--- src/rtl/sequence_generator_if.sv ---
// Command/status bundle for sequence_generator: transfer request fields in,
// serial bit stream and status flags out.
interface sequence_generator_if #(
  parameter int unsigned WIDTH = 8,
  parameter int unsigned RW    = 4
);
  localparam int unsigned LW = $clog2(WIDTH + 1);

  logic             start;
  logic             abort;
  logic [WIDTH-1:0] pattern;
  logic [LW-1:0]    len;
  logic [RW-1:0]    reps;
  logic             out;
  logic             valid;
  logic             busy;
  logic             done;

  modport master (
    output start, abort, pattern, len, reps,
    input  out, valid, busy, done
  );

  modport slave (
    input  start, abort, pattern, len, reps,
    output out, valid, busy, done
  );
endinterface

--- src/rtl/sequence_generator.sv ---
// Serialises the low len bits of a latched pattern MSB-first, reps times back to back,
// then pulses done for one cycle. All outputs are registered.
module sequence_generator #(
  parameter int unsigned WIDTH = 8,
  parameter int unsigned RW    = 4
) (
  input logic                clock,
  input logic                reset,
  sequence_generator_if.slave bus
);
  localparam int unsigned LW = $clog2(WIDTH + 1);

  localparam logic [1:0] StIdle  = 2'd0;
  localparam logic [1:0] StShift = 2'd1;
  localparam logic [1:0] StDone  = 2'd2;

  logic [1:0]       state_q, state_d;
  logic [WIDTH-1:0] pat_q, pat_d;
  logic [LW-1:0]    len_q, len_d;
  logic [LW-1:0]    bitcnt_q, bitcnt_d;
  logic [RW-1:0]    repcnt_q, repcnt_d;
  logic [LW-1:0]    len_eff;
  logic [WIDTH-1:0] pat_shifted;
  logic             out_q, out_d;
  logic             valid_q, valid_d;
  logic             busy_q, busy_d;
  logic             done_q, done_d;

  // Out-of-range lengths saturate so the bit index can never leave the pattern.
  assign len_eff = (bus.len > LW'(WIDTH)) ? LW'(WIDTH) : bus.len;

  always_comb begin
    state_d  = state_q;
    pat_d    = pat_q;
    len_d    = len_q;
    bitcnt_d = bitcnt_q;
    repcnt_d = repcnt_q;

    case (state_q)
      StIdle: begin
        if (bus.start) begin
          pat_d = bus.pattern;
          len_d = len_eff;
          if ((len_eff == '0) || (bus.reps == '0)) begin
            state_d  = StDone;
            bitcnt_d = '0;
            repcnt_d = '0;
          end else begin
            state_d  = StShift;
            bitcnt_d = len_eff - LW'(1);
            repcnt_d = bus.reps - RW'(1);
          end
        end
      end
      StShift: begin
        if (bus.abort) begin
          state_d = StIdle;
        end else if (bitcnt_q != '0) begin
          bitcnt_d = bitcnt_q - LW'(1);
        end else if (repcnt_q != '0) begin
          // Reload straight into the next repetition: no gap cycle.
          bitcnt_d = len_q - LW'(1);
          repcnt_d = repcnt_q - RW'(1);
        end else begin
          state_d = StDone;
        end
      end
      StDone: begin
        state_d = StIdle;
      end
      default: begin
        state_d = StIdle;
      end
    endcase

    // Outputs are computed from next state so they land in the register alongside it.
    pat_shifted = pat_d >> bitcnt_d;
    valid_d     = (state_d == StShift);
    busy_d      = (state_d == StShift);
    done_d      = (state_d == StDone);
    out_d       = valid_d & pat_shifted[0];
  end

  always_ff @(posedge clock or negedge reset) begin
    if (!reset) begin
      state_q  <= StIdle;
      pat_q    <= '0;
      len_q    <= '0;
      bitcnt_q <= '0;
      repcnt_q <= '0;
      out_q    <= 1'b0;
      valid_q  <= 1'b0;
      busy_q   <= 1'b0;
      done_q   <= 1'b0;
    end else begin
      state_q  <= state_d;
      pat_q    <= pat_d;
      len_q    <= len_d;
      bitcnt_q <= bitcnt_d;
      repcnt_q <= repcnt_d;
      out_q    <= out_d;
      valid_q  <= valid_d;
      busy_q   <= busy_d;
      done_q   <= done_d;
    end
  end

  assign bus.out   = out_q;
  assign bus.valid = valid_q;
  assign bus.busy  = busy_q;
  assign bus.done  = done_q;
endmodule

--- src/flat_wrapper.sv ---
// flat-port wrapper written by rule: the top's interface ports become plain ports
module sequence_generator_flat 
#(
  parameter int unsigned WIDTH = 8,
  parameter int unsigned RW    = 4
)
  (clock, reset, bus_start, bus_abort, bus_pattern, bus_len, bus_reps, bus_out, bus_valid, bus_busy, bus_done);
  sequence_generator_if #(.WIDTH(WIDTH), .RW(RW)) bus_i ();
  input logic clock;
  input logic reset;
  input wire logic [$bits(bus_i.start)-1:0] bus_start;
  input wire logic [$bits(bus_i.abort)-1:0] bus_abort;
  input wire logic [$bits(bus_i.pattern)-1:0] bus_pattern;
  input wire logic [$bits(bus_i.len)-1:0] bus_len;
  input wire logic [$bits(bus_i.reps)-1:0] bus_reps;
  output wire logic [$bits(bus_i.out)-1:0] bus_out;
  output wire logic [$bits(bus_i.valid)-1:0] bus_valid;
  output wire logic [$bits(bus_i.busy)-1:0] bus_busy;
  output wire logic [$bits(bus_i.done)-1:0] bus_done;
  assign bus_i.start = bus_start;
  assign bus_i.abort = bus_abort;
  assign bus_i.pattern = bus_pattern;
  assign bus_i.len = bus_len;
  assign bus_i.reps = bus_reps;
  assign bus_out = bus_i.out;
  assign bus_valid = bus_i.valid;
  assign bus_busy = bus_i.busy;
  assign bus_done = bus_i.done;
  sequence_generator #(.WIDTH(WIDTH), .RW(RW)) u_core (.clock(clock), .reset(reset), .bus(bus_i));
endmodule
--- config.mk ---
export PLATFORM = sky130hd
export DESIGN_NAME = sequence_generator_flat
export DESIGN_NICKNAME = d
export VERILOG_FILES = /design/src/rtl/sequence_generator_if.sv /design/src/rtl/sequence_generator.sv /design/src/flat_wrapper.sv
export SDC_FILE = /design/constraint.sdc
export NUM_CORES = 1
export LEC_CHECK = 0
export ABC_AREA = 1
export CELL_PAD_IN_SITES_DETAIL_PLACEMENT = 1
export CELL_PAD_IN_SITES_GLOBAL_PLACEMENT = 2
export CORE_MARGIN = 2
export CORE_UTILIZATION = 30
export CTS_CLUSTER_DIAMETER = 80
export DETAILED_ROUTE_END_ITERATION = 8
export PLACE_DENSITY = 0.82
export SYNTH_ARGS = -nofsm -noshare
export SYNTH_HDL_FRONTEND = slang
export SYNTH_SLANG_ARGS = --single-unit
--- constraint.sdc ---
create_clock -name clock -period 2.6 [get_ports clock]
set_input_delay 0.52 -clock clock [delete_from_list [all_inputs] [get_ports clock]]
set_output_delay 0.52 -clock clock [all_outputs]
set_load 0.02 [all_outputs]
==> impl_metrics.sql, run 1 <==
INSERT INTO impl_metrics (metric_group, metric, value, unit) VALUES
('run_status', 'outcome', 'finished clean', ''),
('placement', 'hpwl', '3160', 'microns'),
('clock_tree', 'htreeDepth', '1', ''),
('die', 'floorplan.initialDensity', '30.7', '%'),
('routing', 'detail_route.vias_per_cell', '4.62', ''),
('global_routing', 'grt.overflow.total', '0', ''),
('timing', 'max_slew.worst_pin.slew', '0.375', 'ns'),
('timing', 'max_clock_freq', '434', 'MHz'),
('timing', 'layout_worst_path_cycle_share', '88.7', '%'),
('die', 'io-pin-count', '24', ''),
('die', 'row_count', '26', ''),
('placement', 'globalplace.congestion', '0.799', ''),
('finish', 'area.sequential', '626', 'sq um'),
('worst_setup_path', 'worst_ep_required_time', '2.77', 'ns'),
('timing', 'final_hold_viol_count', '0', ''),
('global_routing', 'global_route_wire_length_before_repair', '6720', 'microns'),
('timing', 'hold-worst-slack', '0.479', 'ns'),
('routing', 'route.met3.wl', '110', 'microns'),
('pwr', 'power.ir.vdd_worst', '282', 'uV'),
('min_path', 'timing.hold.worst.class', 'flip-flop to flip-flop', ''),
('finish', 'post-route-util', '38.0', '%'),
('routing', 'route.vias.total', '1395', ''),
('routing', 'detail_route.drc_violations', '0', ''),
('logic_synthesis', 'synth_edf_count', '0', ''),
('logic_synthesis', 'synthesized_netlist_cell_count', '205', ''),
('routing', 'drt-wirelength-per-cell', '12.8', 'microns'),
('clock_tree', 'max-clock-path-buffers', '2', ''),
('clock_tree', 'count_of_clock_tree_sinks', '25', ''),
('logic_synthesis', 'library_cell_with_the_largest_summed_area_after_synthesis', 'sky130_fd_sc_hd__dfrtp_1', ''),
('clock_tree', 'post_cts_resize_count', '0', ''),
('finish', 'multi_input_comb_area', '796', 'sq um'),
('finish', 'nFillCells', '638', ''),
('worst_setup_path', 'critPathMaxFanout', '5', ''),
('clock_tree', 'root_buffer', 'sky130_fd_sc_hd__clkbuf_8', ''),
('routing', 'detail-route-antenna-nets', '0', ''),
('routing', 'postRouteWirelength', '3880', 'microns'),
('timing', 'slew_headroom', '74.9', '%'),
('worst_setup_path', 'worst_ep_arrival_time', '2.47', 'ns'),
('flow_run', 'drv_cap', '0', ''),
('logic_synthesis', 'async_flop_share', '100', '%'),
('finish', 'nets', '260', ''),
('worst_setup_path', 'worst_setup_path_end_kind', 'flip-flop', ''),
('logic_synthesis', 'mappedNetlistArea', '1550', 'sq um'),
('logic_synthesis', 'sequential_cell_area_fraction_in_the_yosys_report', '40.4', '%'),
('worst_setup_path', 'timing.critical_path.cells', 'clkdlybuf4s50_1, inv_1, nand2_1, o21ai_0, nand2_1, ha_1, nand2_1, nand2_2, nor2_8, nand2_1, nand2_1, inv_1, nand2_2, nand3_1, a21oi_1, nor2_1', ''),
('logic_synthesis', 'synthesis.area_per_instance', '7.55', 'sq um'),
('timing', 'report.final.setup_viol', '0', ''),
('routing', 'detail_route.iter0.violations', '68', ''),
('clock_tree', 'post-cts-setup-buffer-count', '0', ''),
('global_routing', 'maximum_number_of_pins_on_one_net_before_global_route_repair', '26', ''),
('timing', 'finalCriticalPeriod', '2.31', 'ns'),
('routing', 'length_of_routed_wiring_on_met1', '2000', 'microns'),
('finish', 'antenna_cells', '0', ''),
('pwr', 'p_per_area', '933', 'nW/um^2'),
('logic_synthesis', 'synth.top_cell.area_share', '40.4', '%'),
('routing', 'top_layer', 'met4', ''),
('placement', 'io_buffers', '23', ''),
('global_routing', 'initial_antenna_violation_count', '0', ''),
('timing', 'report.final.slew_viol_count', '0', ''),
('logic_synthesis', 'synth.ff_latch_count', '25', ''),
('clock_tree', 'clkTransAtPathRegs', '0.09', 'ns'),
('global_routing', 'via_count_of_the_first_global_routing_pass', '1412', ''),
('worst_setup_path', 'critical-path-slowest-cell', 'sky130_fd_sc_hd__clkdlybuf4s50_1', ''),
('logic_synthesis', 'ys_warn_count', '0', ''),
('die', 'die-width', '75.8', 'microns'),
('timing', 'grt_setup_unrepaired', 'no', ''),
('timing', 'timing.clock.skew', '0.00356', 'ns'),
('worst_setup_path', 'timing.setup.critical_path_class', 'input port to flip-flop', ''),
('clock_tree', 'cts_tree', 'yes', ''),
('die', 'floorplan.core_area', '5040', 'sq um'),
('logic_synthesis', 'synth.net_count', '232', '');
==> path summary, 6_finish.rpt <==
kind | end | cells after the start | from | slack (ns)
max | u_core.bus.out | 16 | bus_len[0] | 0.29
min | u_core.pat_q[1] | 2 | u_core.pat_q[1] | 0.48
max reg2reg | u_core.bus.out | 16 | u_core.bitcnt_q[0] | 0.68
min reg2reg | u_core.pat_q[1] | 2 | u_core.pat_q[1] | 0.48
max in group asynchronous | u_core.bitcnt_q[0] | 2 | reset | 1.74
min in group asynchronous | u_core.len_q[1] | 2 | reset | 0.61
==> state kept, by name (all words and copies together), names as in the netlist <==
signal / flops
u_core.pat_q: 8
u_core.bitcnt_q: 4
u_core.len_q: 4
u_core.repcnt_q: 4
u_core.state_q: 2
u_core.bus.done: 1
u_core.bus.out: 1
u_core.bus.valid: 1
==> report_power, final <==
group          switching [W]  internal, W  total [W]
sequential         0.0000960     0.000532   0.000628
clock               0.000132     0.000107   0.000239
combinational       0.000573     0.000349   0.000922
total               0.000801     0.000988    0.00179
==> routing by layer <==
| layer | vias to the layer above | GRT usage, % |
|---|---|---|
| met5 | - | 0 |
| met4 | 0 | 4.09 |
| li1 | 712 | - |
| met2 | 26 | 22.8 |
| met3 | 4 | 2.51 |
| met1 | 653 | 23.1 |
==> cell usage in the layout (no fill, tap or decap), drive strengths merged <==
master,count
xnor2,4
nor2,19
clkbuf,3
dfrtp,25
nand2,64
nand3,18
xor2,1
buf,3
clkinv,1
o32ai,1
o22ai,2
nand3b,1
o311ai,1
o21ai,18
clkdlybuf4s50,23
ha,7
a21oi,7
a22o,1
a41oi,1
inv,29
nor3,3
==> kinds of logic (layout without fill, tap and decap cells) <==
family | Yosys count | after routing | synth area share (%)
AND/OR/NAND/NOR | 105 | 105 | 30.6
buffers and inverters | 32 | 59 | 8.17
AO/OA/AOI/OAI | 31 | 31 | 12.4
flip-flops | 25 | 25 | 40.4
adder cells (fa/ha/maj) | 7 | 7 | 5.66
XOR/XNOR | 5 | 5 | 2.83
==> through the flow <==
stage	worst slack [ns]	setup TNS [ns]	cell area, sq um	instances	power [W]
floorplan	0.595	0	1550	205	0.00130
detailed placement	-0.0204	-0.0204	1870	298	0.00157
CTS	0.276	0	1920	302	0.00182
global placement	0.113	0	1870	298	0.00155
global route	0.0459	0	1920	302	0.00197
finish	0.294	0	1920	302	0.00179
==> area by class of cell <==
cell class	instances	area share, %
Timing Repair Buffer	26	13.2
Tap cell	70	4.57
Clock inverter	1	0.261
Clock buffer	3	2.15
Sequential cell	25	32.6
Multi-Input combinational cell	148	41.5
Inverter	29	5.68
==> critical path: cells and delay by family <==
kind                       cells  cell delay [ns]
and+or+nand+nor               10             0.88
buffers and inverters          3             0.55
adders and majority gates      1             0.21
AOI/OAI and AO/OA              2             0.30
Note: power is estimated with default switching activity, not from simulation.
==> run 2, diff against run 1 <==
ABC_CLOCK_PERIOD_IN_PS = 2000   (was unset)
CORE_ASPECT_RATIO = 1.4   (was unset)
CORE_UTILIZATION = 27   (was 30)
PLACE_DENSITY = 0.78   (was 0.82)
clock period = 2 ns   (was 2.6 ns; I/O delays follow)
==> run 2 against run 1 <==
  * Combinational power up 66%
  * Sequential share of layout area down 4.9 points
  * Hold slack worse by 0.0011 ns
  * Worst setup slack worse by 0.077 ns
  * Global-route usage up 0.30 points
  * Cell count up 10%
  * First-iteration DRC count down 69%
  * Core utilization up 2.8 points
  * Non-clock buffer count up 33
  * Design area up 18%
  * Flip-flop and latch count unchanged
  * Power up 50%
==> impl_metrics.sql, run 2 (synthesized netlist as in run 1, its figures left out) <==
INSERT INTO impl_metrics (metric_group, metric, value, unit) VALUES
('timing', 'finalCriticalPeriod', '1.78', 'ns'),
('routing', 'detail-route-antenna-nets', '0', ''),
('run_status', 'outcome', 'finished clean', ''),
('timing', 'timing.clock.skew', '0.00702', 'ns'),
('routing', 'detail_route.vias_per_cell', '4.55', ''),
('clock_tree', 'clk-insertion-delay-late', '0.28', 'ns'),
('global_routing', 'via_count_of_the_first_global_routing_pass', '1632', ''),
('timing', 'report.final.setup_viol', '0', ''),
('pwr', 'power_leakage', '1.12', 'nW'),
('clock_tree', 'count_of_clock_tree_sinks', '25', ''),
('pwr', 'design_power_total', '0.00268', 'W'),
('min_path', 'min_delay_worst_endpoint', 'u_core.pat_q[0]', ''),
('finish', 'mostFrequentLayoutCell', 'sky130_fd_sc_hd__nand2_1', ''),
('routing', 'detail_route.drc_violations', '0', ''),
('worst_setup_path', 'r2r_end', 'u_core.bus.out', ''),
('timing', 'layout_worst_path_cycle_share', '89.2', '%'),
('pwr', 'p_per_area', '1190', 'nW/um^2'),
('routing', 'detail_route.iter0.violations', '21', ''),
('placement', 'io_buffers', '23', ''),
('worst_setup_path', 'worst_ep_arrival_time', '1.99', 'ns'),
('routing', 'drt-wirelength-per-cell', '13.3', 'microns'),
('die', 'row_count', '32', ''),
('clock_tree', 'cts_buffers', '3', ''),
('clock_tree', 'max-clock-path-buffers', '2', ''),
('min_path', 'min_path_cells', '2', ''),
('finish', 'largest_register_ffs', '8', ''),
('clock_tree', 'htreeDepth', '1', ''),
('worst_setup_path', 'worst_ep_required_time', '2.21', 'ns'),
('die', 'floorplan.initialDensity', '28.0', '%'),
('global_routing', 'global_route_wire_length_before_repair', '7450', 'microns'),
('finish', 'registers.top_by_ff_count', 'u_core.pat_q', ''),
('timing', 'slew_headroom', '76.7', '%'),
('worst_setup_path', 'critPathMaxFanout', '3', ''),
('timing', 'max_slew.worst_pin.slew', '0.349', 'ns'),
('timing', 'max_clock_freq', '561', 'MHz'),
('worst_setup_path', 'timing.setup.critical_path_class', 'input port to flip-flop', ''),
('finish', 'antenna_cells', '0', ''),
('timing', 'report.final.slew_viol_count', '0', ''),
('timing', 'final_hold_viol_count', '0', ''),
('finish', 'drive_above_1_share', '31.3', '%'),
('finish', 'nets', '293', ''),
('clock_tree', 'clkTransAtPathRegs', '0.09', 'ns'),
('global_routing', 'maximum_number_of_pins_on_one_net_before_global_route_repair', '26', ''),
('worst_setup_path', 'rr_startpoint', 'u_core.repcnt_q[0]', ''),
('worst_setup_path', 'worst_setup_path_end_kind', 'flip-flop', ''),
('placement', 'globalplace.congestion', '0.822', ''),
('min_path', 'timing.hold.worst.class', 'flip-flop to flip-flop', ''),
('global_routing', 'global_route.usage.total', '15.7', '%'),
('routing', 'met2WireLength', '2550', 'microns'),
('die', 'die_area', '6360', 'sq um'),
('worst_setup_path', 'cp-start-kind', 'input port', ''),
('placement', 'numPlacedInstances', '320', ''),
('global_routing', 'grt.overflow.total', '0', ''),
('global_routing', 'initial_antenna_violation_count', '0', ''),
('routing', 'route.vias.total', '1516', ''),
('die', 'floorplan.core_area', '5530', 'sq um'),
('finish', 'stdcell_area', '2250', 'sq um'),
('die', 'die_height', '93.6', 'microns'),
('placement', 'dpl-instance-area', '2050', 'sq um'),
('routing', 'postRouteWirelength', '4420', 'microns'),
('finish', 'layout-area-overhead-vs-synth', '45.6', '%'),
('worst_setup_path', 'regToRegSetupSlack', '0.23', 'ns'),
('routing', 'detailedRoute.firstPassIterationCount', '4', ''),
('routing', 'top_layer', 'met4', ''),
('pwr', 'power.ir.vdd_worst', '426', 'uV'),
('flow_run', 'drv_cap', '0', ''),
('clock_tree', 'cts_tree', 'yes', ''),
('clock_tree', 'root_buffer', 'sky130_fd_sc_hd__clkbuf_8', ''),
('finish', 'post-route-util', '40.8', '%'),
('routing', 'route.met3.wl', '66', 'microns'),
('finish', 'fin_cells', '333', ''),
('die', 'die-width', '68.0', 'microns'),
('routing', 'length_of_routed_wiring_on_met1', '1730', 'microns'),
('placement', 'hpwl', '3500', 'microns'),
('min_path', 'hold_start', 'u_core.pat_q[0]', ''),
('worst_setup_path', 'rr_worst_depth', '15', ''),
('die', 'io-pin-count', '24', ''),
('finish', 'mostFrequentLayoutCells', 'sky130_fd_sc_hd__nand2_1, sky130_fd_sc_hd__buf_4, sky130_fd_sc_hd__dfrtp_1, sky130_fd_sc_hd__clkdlybuf4s50_1', '');
run 2: changes by cell type in the layout (fill, tap and decap cells not counted), sizes merged:
cell	previous run	this run
buf	3	36
clkdlybuf4s15	0	1
dlymetal6s2s	0	3
clkbuf	3	6
clkdlybuf4s50	23	17
clkinv	1	0
run 2: layer usage:
layer	GRT usage, %	up-vias
li1	-	777
met1	16.4	720
met2	30.3	13
met3	2.17	6
met4	5.50	0
met5	0	-
run 2: stage by stage:
| stage | hold slack [ns] | setup TNS, ns | setup WS (ns) |
|---|---|---|---|
| 6_report | 0.478 | 0 | 0.217 |
| 5_1_grt | 0.503 | -0.00653 | -0.00653 |
| 4_1_cts | 0.489 | 0 | 0.00353 |
| 3_5_place_dp | 0.466 | -3.15 | -0.480 |
| 3_3_place_gp | 0.459 | -2.07 | -0.373 |
| 2_1_floorplan | 0.104 | 0 | 0.115 |
run 2: worst max-delay path: stages:
cell                       delay (ns)
sky130_fd_sc_hd__clkbuf_2        0.10
sky130_fd_sc_hd__inv_1           0.07
sky130_fd_sc_hd__nand2_1         0.06
sky130_fd_sc_hd__o21ai_2         0.15
sky130_fd_sc_hd__nand2_2         0.08
sky130_fd_sc_hd__ha_2            0.17
sky130_fd_sc_hd__nand2_1         0.11
sky130_fd_sc_hd__nand2_4         0.09
sky130_fd_sc_hd__buf_4           0.14
sky130_fd_sc_hd__buf_4           0.12
sky130_fd_sc_hd__nor2_1          0.11
sky130_fd_sc_hd__inv_1           0.08
sky130_fd_sc_hd__o21ai_0         0.18
sky130_fd_sc_hd__nand2_1         0.06
sky130_fd_sc_hd__o21ai_0         0.07
run 2: repair_timing:
item | 4_1_cts | 5_1_grt
pin swaps | 8 | 16
setup buffers | 2 | 7
hold buffers | 0 | 0
resized for setup | 5 | 36
endpoints found under the setup margin | 6 | 4
run 2: report_power, final:
part           internal [W]  total, W  switching (W)  leakage, nW
logic              0.000666   0.00153       0.000865        0.784
registers          0.000691  0.000827       0.000135        0.314
clock network      0.000143  0.000320       0.000176       0.0228
total               0.00150   0.00268        0.00118         1.12
run 2: cell type report:
class / instances / area, sq um
inverters: 29 / 109
flip-flops and latches: 25 / 626
well taps: 68 / 85.1
repair buffers: 59 / 502
fillers: 671 / 3270
multi-input cells: 148 / 887
clock buffers: 4 / 45.0
run 2: how the worst max path moves through the flow:
stage	startpoint	slack (ns)	cells after the start	to
final	bus_len[0]	0.22	15	u_core.repcnt_q[3]
after global routing	u_core.repcnt_q[0]	-0.007	15	u_core.bus.out
after CTS	bus_len[2]	0.004	13	u_core.bus.out
after detailed placement	bus_len[1]	-0.48	16	u_core.bus.out
after global placement	bus_len[0]	-0.37	18	u_core.bus.out
after floorplan	bus_len[0]	0.12	15	u_core.bus.out
